===== config.mk =====
export PLATFORM = sky130hd
export DESIGN_NAME = uart_rx_edge_bit_sampler
export DESIGN_NICKNAME = d
export VERILOG_FILES = /design/src/rtl/uart_rx_edge_bit_sampler.sv
export SDC_FILE = /design/constraint.sdc
export NUM_CORES = 1
export LEC_CHECK = 0
export BUFFER_PORTS_ARGS = -buffer_cell sky130_fd_sc_hd__buf_2
export CAP_MARGIN = 20
export CORE_MARGIN = 1.5
export CORE_UTILIZATION = 52
export DETAILED_ROUTE_END_ITERATION = 12
export MAX_ROUTING_LAYER = met4
export PLACE_DENSITY = 0.78
export SLEW_MARGIN = 20
export SYNTH_ARGS = -nofsm -noshare
export SYNTH_HDL_FRONTEND = slang
export SYNTH_SLANG_ARGS = --single-unit

===== constraint.sdc =====
create_clock -name clk -period 2.3 [get_ports clk]
set_input_delay 0.115 -clock clk [delete_from_list [all_inputs] [get_ports clk]]
set_output_delay 0.115 -clock clk [all_outputs]
set_load 0.005 [all_outputs]

===== src/rtl/uart_rx_edge_bit_sampler.sv =====
// uart_rx_edge_bit_sampler: edge/bit counters and once-per-bit RX sampler for the UART receiver.
// Define UART_RX_MAJORITY_SAMPLE_EN for a 3-sample majority vote; otherwise one mid-bit sample.
module uart_rx_edge_bit_sampler (
    input  logic       clk,
    input  logic       rst,
    input  logic       enable,
    input  logic       data_sample_en,
    input  logic       RX_IN,
    input  logic       PAR_EN,
    input  logic [5:0] Prescale,
    output logic [4:0] edge_count,
    output logic [3:0] bit_count,
    output logic       sampled_bit,
    output logic       sample_valid,
    output logic       sample_glitch
);
    logic [5:0] w_half, w_edge;
    logic [4:0] w_edge_nxt;
    logic [3:0] w_bit_nxt;
    logic       w_bit_end, w_frame_end, w_cap, w_decide, w_vote, w_glitch;

    assign w_half      = Prescale >> 1;
    assign w_edge      = {1'b0, edge_count};
    assign w_bit_end   = w_edge == Prescale - 6'd1;
    assign w_frame_end = bit_count == (PAR_EN ? 4'd10 : 4'd9);
    assign w_cap       = enable & data_sample_en;
    assign w_decide    = w_cap & (w_edge == w_half + 6'd1);

    always_comb begin
        w_edge_nxt = (!enable || w_bit_end) ? 5'd0 : edge_count + 5'd1;
        w_bit_nxt  = !enable ? 4'd0 : !w_bit_end ? bit_count : w_frame_end ? 4'd0 : bit_count + 4'd1;
    end

    always_ff @(posedge clk or negedge rst) begin
        if (!rst) begin
            edge_count <= 5'd0;
            bit_count  <= 4'd0;
        end else begin
            edge_count <= w_edge_nxt;
            bit_count  <= w_bit_nxt;
        end
    end

`ifdef UART_RX_MAJORITY_SAMPLE_EN
    logic r_s0, r_s1, r_s2;

    always_ff @(posedge clk or negedge rst) begin
        if (!rst) begin
            r_s0 <= 1'b1;
            r_s1 <= 1'b1;
            r_s2 <= 1'b1;
        end else if (w_cap) begin
            if (w_edge == w_half - 6'd2) r_s0 <= RX_IN;
            if (w_edge == w_half - 6'd1) r_s1 <= RX_IN;
            if (w_edge == w_half)        r_s2 <= RX_IN;
        end
    end

    assign w_vote   = (r_s0 & r_s1) | (r_s1 & r_s2) | (r_s0 & r_s2);
    assign w_glitch = (r_s0 ^ r_s1) | (r_s1 ^ r_s2);
`else
    logic r_s1;

    always_ff @(posedge clk or negedge rst) begin
        if (!rst)
            r_s1 <= 1'b1;
        else if (w_cap && w_edge == w_half)
            r_s1 <= RX_IN;
    end

    assign w_vote   = r_s1;
    assign w_glitch = 1'b0;
`endif

    // Decision lands on the clk where edge_count == H+1, visible at H+2.
    always_ff @(posedge clk or negedge rst) begin
        if (!rst) begin
            sampled_bit   <= 1'b1;
            sample_valid  <= 1'b0;
            sample_glitch <= 1'b0;
        end else begin
            sample_valid <= w_decide;
            if (w_decide) begin
                sampled_bit   <= w_vote;
                sample_glitch <= w_glitch;
            end
        end
    end
endmodule


; Word-level counts from Yosys, hierarchy flattened
; Index checks and enable logic that the tools add are counted.
[word_totals]
regBits = 12
input_bits = 12
[op_classes]
add_sub_neg = 4
n_eq_ne = 5
n_mux = 5
bitwise_logic = 2
n_reduce_logical = 3
[op_table]
columns = cell, count
row1 = == test 5 x 6 -> 1 bit, 2
row2 = two-way mux 4 bit, 3
row3 = adder 5 x 1 -> 6 bit (second input constant), 1
row4 = subtractor 6 x 1 -> 6 bit (second input constant), 1
row5 = adder 5 x 1 -> 5 bit (second input constant), 1
row6 = == test 5 bit, 1
row7 = two-way mux 5 bit, 1
row8 = adder 4 x 1 -> 4 bit (second input constant), 1
row9 = == test 4 bit, 1
row10 = AND 1 bit, 2
row11 = two-way mux 2 bit, 1
row12 = inequality test 2 x 1 -> 1 bit (second input constant), 1
row13 = logical AND 1 bit, 1
row14 = zero test 1 bit, 1
row15 = logical OR 1 bit, 1

; Longest topological paths before layout
[depth]
depth_word = 5
mapped_depth = 7

; Least setup slack after synthesis
; Ideal clock, no wire load.
[synth_path]
path_type = register to register
from = register edge_count[2]
to = register sampled_bit
setup_time_ns = 0.085
arrival_ns = 1.568
path_slack_ns = 0.648
stages_incl_launch_ff = 7
n_path_buf = 1
cell_sequence = dfrtp_1 > buf_2 > nand4b_1 > nor2_1 > a31oi_1 > a2111oi_2 > mux2_1
[synth_between]
elab_chain_cells = 2
[synth_lines]
columns = item, line_no
row1 = from (decl), 11  ; output logic [4:0] edge_count,
row2 = from (signal assigned), 39  ; edge_count <= w_edge_nxt;
row3 = == test 5 x 6 -> 1 bit, 27  ; assign w_decide = w_cap & (w_edge == w_half + 6'd1);
row4 = AND 1 bit, 27
row5 = net w_decide, 20  ; logic w_bit_end, w_frame_end, w_cap, w_decide, w_vote, w_glitch;
row6 = to (signal assigned), 84  ; sampled_bit <= w_vote;
row7 = to (decl), 13  ; output logic sampled_bit,
; The timed path passes the listed nets, and every way through them passes these cells.
; A chain may end at the register's enable or synchronous reset.

; Final worst setup path
[layout_path]
from = register edge_count[2]
to = register bit_count[3]
[layout_between]
elab_chain_cells = 2
[layout_lines]
columns = item, line_no
row1 = == test 5 x 6 -> 1 bit, 24  ; assign w_bit_end = w_edge == Prescale - 6'd1;
row2 = inequality test 2 x 1 -> 1 bit (no line), --
row3 = to (signal assigned), 40  ; bit_count <= w_bit_nxt;
row4 = to (decl), 12  ; output logic [3:0] bit_count,
; No other way between the ends.

==> impl_metrics.xml <==
<?xml version="1.0" encoding="UTF-8"?>
<metrics>
  <group name="status">
    <metric name="status" unit="">complete, no violations</metric>
  </group>
  <group name="route">
    <metric name="via_count" unit="">786</metric>
    <metric name="detailed_route_iter0_violations" unit="">9</metric>
    <metric name="drt_pass1_iterations" unit="">4</metric>
    <metric name="detail-route-antenna-nets" unit="">0</metric>
    <metric name="number_of_drc_violations_after_detailed_routing" unit="">0</metric>
    <metric name="routed_via_density" unit="">5.31</metric>
    <metric name="detail_route.wl_per_cell" unit="µm">12.2</metric>
    <metric name="wirelength" unit="µm">1800</metric>
  </group>
  <group name="yosys">
    <metric name="synth_sequential_area_ratio" unit="">0.315</metric>
    <metric name="synth_simple_gate_area_frac" unit="">0.201</metric>
    <metric name="synth_top_flop_cell" unit="">dfrtp_1</metric>
    <metric name="netlist-cell-type-count" unit="">41</metric>
    <metric name="synthAdderAreaFrac" unit="">0.0651</metric>
    <metric name="ys_async_sr_fraction" unit="">1.00</metric>
    <metric name="post_synth.cell_area_avg" unit="µm²">9.42</metric>
    <metric name="main_combinational_cell_family_by_area_after_synthesis" unit="">simple AND/OR/NAND/NOR gates</metric>
    <metric name="cells_after_synthesis" unit="">102</metric>
    <metric name="ys_ff_latch" unit="">12</metric>
    <metric name="synth_compound_gate_area_share" unit="">0.164</metric>
    <metric name="cell_area_after_synthesis" unit="µm²">961</metric>
    <metric name="yosysTopAreaCell" unit="">dfrtp_1</metric>
    <metric name="yosysMostFrequentCell" unit="">nor2_1</metric>
    <metric name="post_synth_xor_area_fraction" unit="">0.163</metric>
    <metric name="synth.top_cells.by_count" unit="">nor2_1 (11), dfrtp_1 (10), xnor2_1 (9), nand3_1 (7), xor2_1 (7)</metric>
    <metric name="yosys.area.top_type_share" unit="">0.260</metric>
    <metric name="synthesis.nets" unit="">119</metric>
    <metric name="synth.mux.area_fraction" unit="">0.0234</metric>
    <metric name="synth_enable_flop_cells" unit="">0</metric>
    <metric name="largest_cells_by_area_after_synthesis" unit="">dfrtp_1 (26%), xnor2_1 (8.2%), ha_1 (6.5%)</metric>
    <metric name="yosysWarnings" unit="">0</metric>
  </group>
  <group name="pwr">
    <metric name="internal_power_of_the_cells" unit="µW">373</metric>
    <metric name="pwr-share-comb" unit="">0.211</metric>
    <metric name="power.density_cell_area" unit="nW/µm²">466</metric>
    <metric name="switching_share" unit="">0.274</metric>
    <metric name="power.net_switching" unit="µW">141</metric>
    <metric name="clock_power_share" unit="">0.319</metric>
    <metric name="sequentialPowerShare" unit="">0.470</metric>
    <metric name="vdd_drop_max" unit="mV">0.401</metric>
    <metric name="leakage" unit="µW">0.000523</metric>
  </group>
  <group name="setup_path">
    <metric name="crit_path_end_kind" unit="">flip-flop</metric>
    <metric name="critical_path_arrival" unit="ps">1920</metric>
    <metric name="cp_slowest_stage_delay" unit="ps">570</metric>
    <metric name="critical_path_peak_fanout" unit="">12</metric>
    <metric name="start_kind" unit="">flip-flop</metric>
    <metric name="critical_path_class" unit="">reg2reg</metric>
    <metric name="critical_path_required" unit="ps">2450</metric>
    <metric name="crit_path_top_delay_cell" unit="">dfrtp_1</metric>
    <metric name="critical_path.cell_chain" unit="">and3_1 -&gt; o221a_2 -&gt; o2111ai_4 -&gt; o41ai_1</metric>
  </group>
  <group name="floorplanning">
    <metric name="dieWidth" unit="µm">46.0</metric>
    <metric name="core_region_area" unit="µm²">1730</metric>
    <metric name="dieArea" unit="µm²">2110</metric>
    <metric name="initial_utilization" unit="">0.557</metric>
    <metric name="core.rowCount" unit="">15</metric>
    <metric name="dieHeight" unit="µm">46.0</metric>
    <metric name="top_level_ports" unit="">24</metric>
  </group>
  <group name="timing">
    <metric name="total_setup_violations_reported_at_the_end_of_the_flow" unit="">0</metric>
    <metric name="final_critical_period" unit="ps">1770</metric>
    <metric name="final.setup_skew" unit="ps">1.59</metric>
    <metric name="maxSlewViolCount" unit="">0</metric>
    <metric name="fmax" unit="MHz">565</metric>
    <metric name="period_share" unit="">0.769</metric>
    <metric name="final.setup.tns" unit="ps">0</metric>
    <metric name="finalHoldViolCount" unit="">0</metric>
    <metric name="grt_setup_unrepaired" unit="">no</metric>
  </group>
  <group name="clocking">
    <metric name="clock-root-buffer" unit="">clkbuf_4</metric>
    <metric name="cts.path.max_buffers" unit="">2</metric>
    <metric name="cts_setup_buffers" unit="">0</metric>
    <metric name="cts_num_sinks" unit="">12</metric>
    <metric name="number_of_buffers_added_by_the_clock_tree_synthesis_step" unit="">3</metric>
    <metric name="cts-resized-gates" unit="">0</metric>
    <metric name="cts_tree" unit="">yes</metric>
    <metric name="insertion_delay" unit="ps">270</metric>
    <metric name="count_of_h_tree_levels_built_during_cts" unit="">1</metric>
    <metric name="reg_clk_slew_reported_paths" unit="ps">70</metric>
    <metric name="cts_hold_repair.buffers" unit="">1</metric>
  </group>
  <group name="grt">
    <metric name="maximum_number_of_pins_on_one_net_before_global_route_repair" unit="">13</metric>
    <metric name="gr-total-overflow" unit="">0</metric>
    <metric name="globalRouteTotalUtil" unit="">0.205</metric>
    <metric name="grt_pass1_wl" unit="µm">2980</metric>
    <metric name="antenna_found_initial" unit="">0</metric>
    <metric name="first_global_vias" unit="">709</metric>
  </group>
  <group name="cells_and_area">
    <metric name="multi_input_comb_area" unit="µm²">596</metric>
    <metric name="nNetsFinal" unit="">141</metric>
    <metric name="final_util" unit="">0.640</metric>
    <metric name="fillers" unit="">158</metric>
    <metric name="areaGrowthSynthToFinish" unit="%">15.0</metric>
    <metric name="drive_gt1_frac" unit="">0.260</metric>
    <metric name="ff_latch_area" unit="µm²">303</metric>
    <metric name="diodes" unit="">0</metric>
  </group>
  <group name="min_path">
    <metric name="worst_hold_path_type" unit="">in2reg</metric>
  </group>
  <group name="placed_design">
    <metric name="hpwlAfterDp" unit="µm">1450</metric>
    <metric name="numPortBuffers" unit="">22</metric>
    <metric name="place.gp.congestion" unit="">0.883</metric>
  </group>
  <group name="job">
    <metric name="maxCapViolations" unit="">0</metric>
  </group>
</metrics>
layout make-up:
class | count | area share
inverters | 5 | 0.0170
clock buffers | 4 | 0.0328
flip-flops and latches | 12 | 0.274
repair buffers | 23 | 0.109
multi-input cells | 79 | 0.539
well taps | 25 | 0.0283
flip-flops by register name, summed over array words and instances (netlist names):
register / cells
bit_count: 4
r_s1: 1
sample_valid: 1
edge_count: 5
sampled_bit: 1
metrics by stage:
step	std cells	setup WS (ps)	total power, µW	hold slack (ps)	area, µm²
global route	148	409	543	81.2	1100
detailed placement	143	494	354	-0.659	1060
floorplan	102	648	320	-181	961
global placement	143	504	349	-1.67	1060
CTS	148	504	522	84.5	1100
finish	148	530	514	79.1	1100
metal layers:
layer	track usage	part of all wire	up-vias	wire, µm
met4	0.0629	0.012	0	21
met1	0.243	0.45	359	803
li1	-	-	403	-
met2	0.331	0.50	19	903
met3	0.0595	0.042	5	75
met5	-	0	-	0
cell usage in the layout, fill, tap and decap left out, types with 2 or more instances in the layout:
| master | instances |
|---|---|
| buf_2 | 22 |
| nor2_1 | 11 |
| dfrtp_1 | 10 |
| xnor2_1 | 9 |
| xor2_1 | 7 |
| nand3_1 | 7 |
| inv_1 | 5 |
| nand2_1 | 5 |
| ha_1 | 5 |
| clkbuf_4 | 3 |
| and3_1 | 2 |
| o21ai_0 | 2 |
| a31oi_1 | 2 |
| nand4_1 | 2 |
| o41ai_1 | 2 |
| o31ai_1 | 2 |
| mux2_1 | 2 |
| dfstp_2 | 2 |
critical path: cells and delay by family (launching register included):
| kind | cells | cell delay (ps) |
|---|---|---|
| flip-flops | 1 | 570 |
| AO/OA/AOI/OAI | 3 | 850 |
| AND/OR/NAND/NOR | 1 | 220 |
cells by family (layout without fill, tap and decap cells):
kind of cell	Yosys count	count (layout)
and+or+nand+nor	36	36
AOI/OAI and AO/OA	18	18
xor gates and xnor gates	17	17
DFF	12	12
buffers and inverters	11	32
adders and majority gates	5	5
muxes	2	2
other	1	1
path summary, 6_finish.rpt:
kind / startpoint / endpoint / cells after the start / slack [ps]
min reg2reg: edge_count[0] / edge_count[0] / 1 / 580
min: RX_IN / r_s1 / 2 / 80
max in group asynchronous: rst / sampled_bit / 2 / 1800
max reg2reg: edge_count[2] / bit_count[3] / 4 / 530
min in group asynchronous: rst / bit_count[0] / 2 / 240
max: edge_count[2] / bit_count[3] / 4 / 530
power groups by stage:
stage | Clock (µW) | Combinational [µW] | Sequential (µW)
global route | 178 | 120 | 244
global placement | 0 | 104 | 245
finish | 164 | 109 | 242
detailed placement | 0 | 108 | 246
CTS | 170 | 110 | 242
floorplan | 0 | 79.3 | 240
Power figures use the tool's default switching activity.
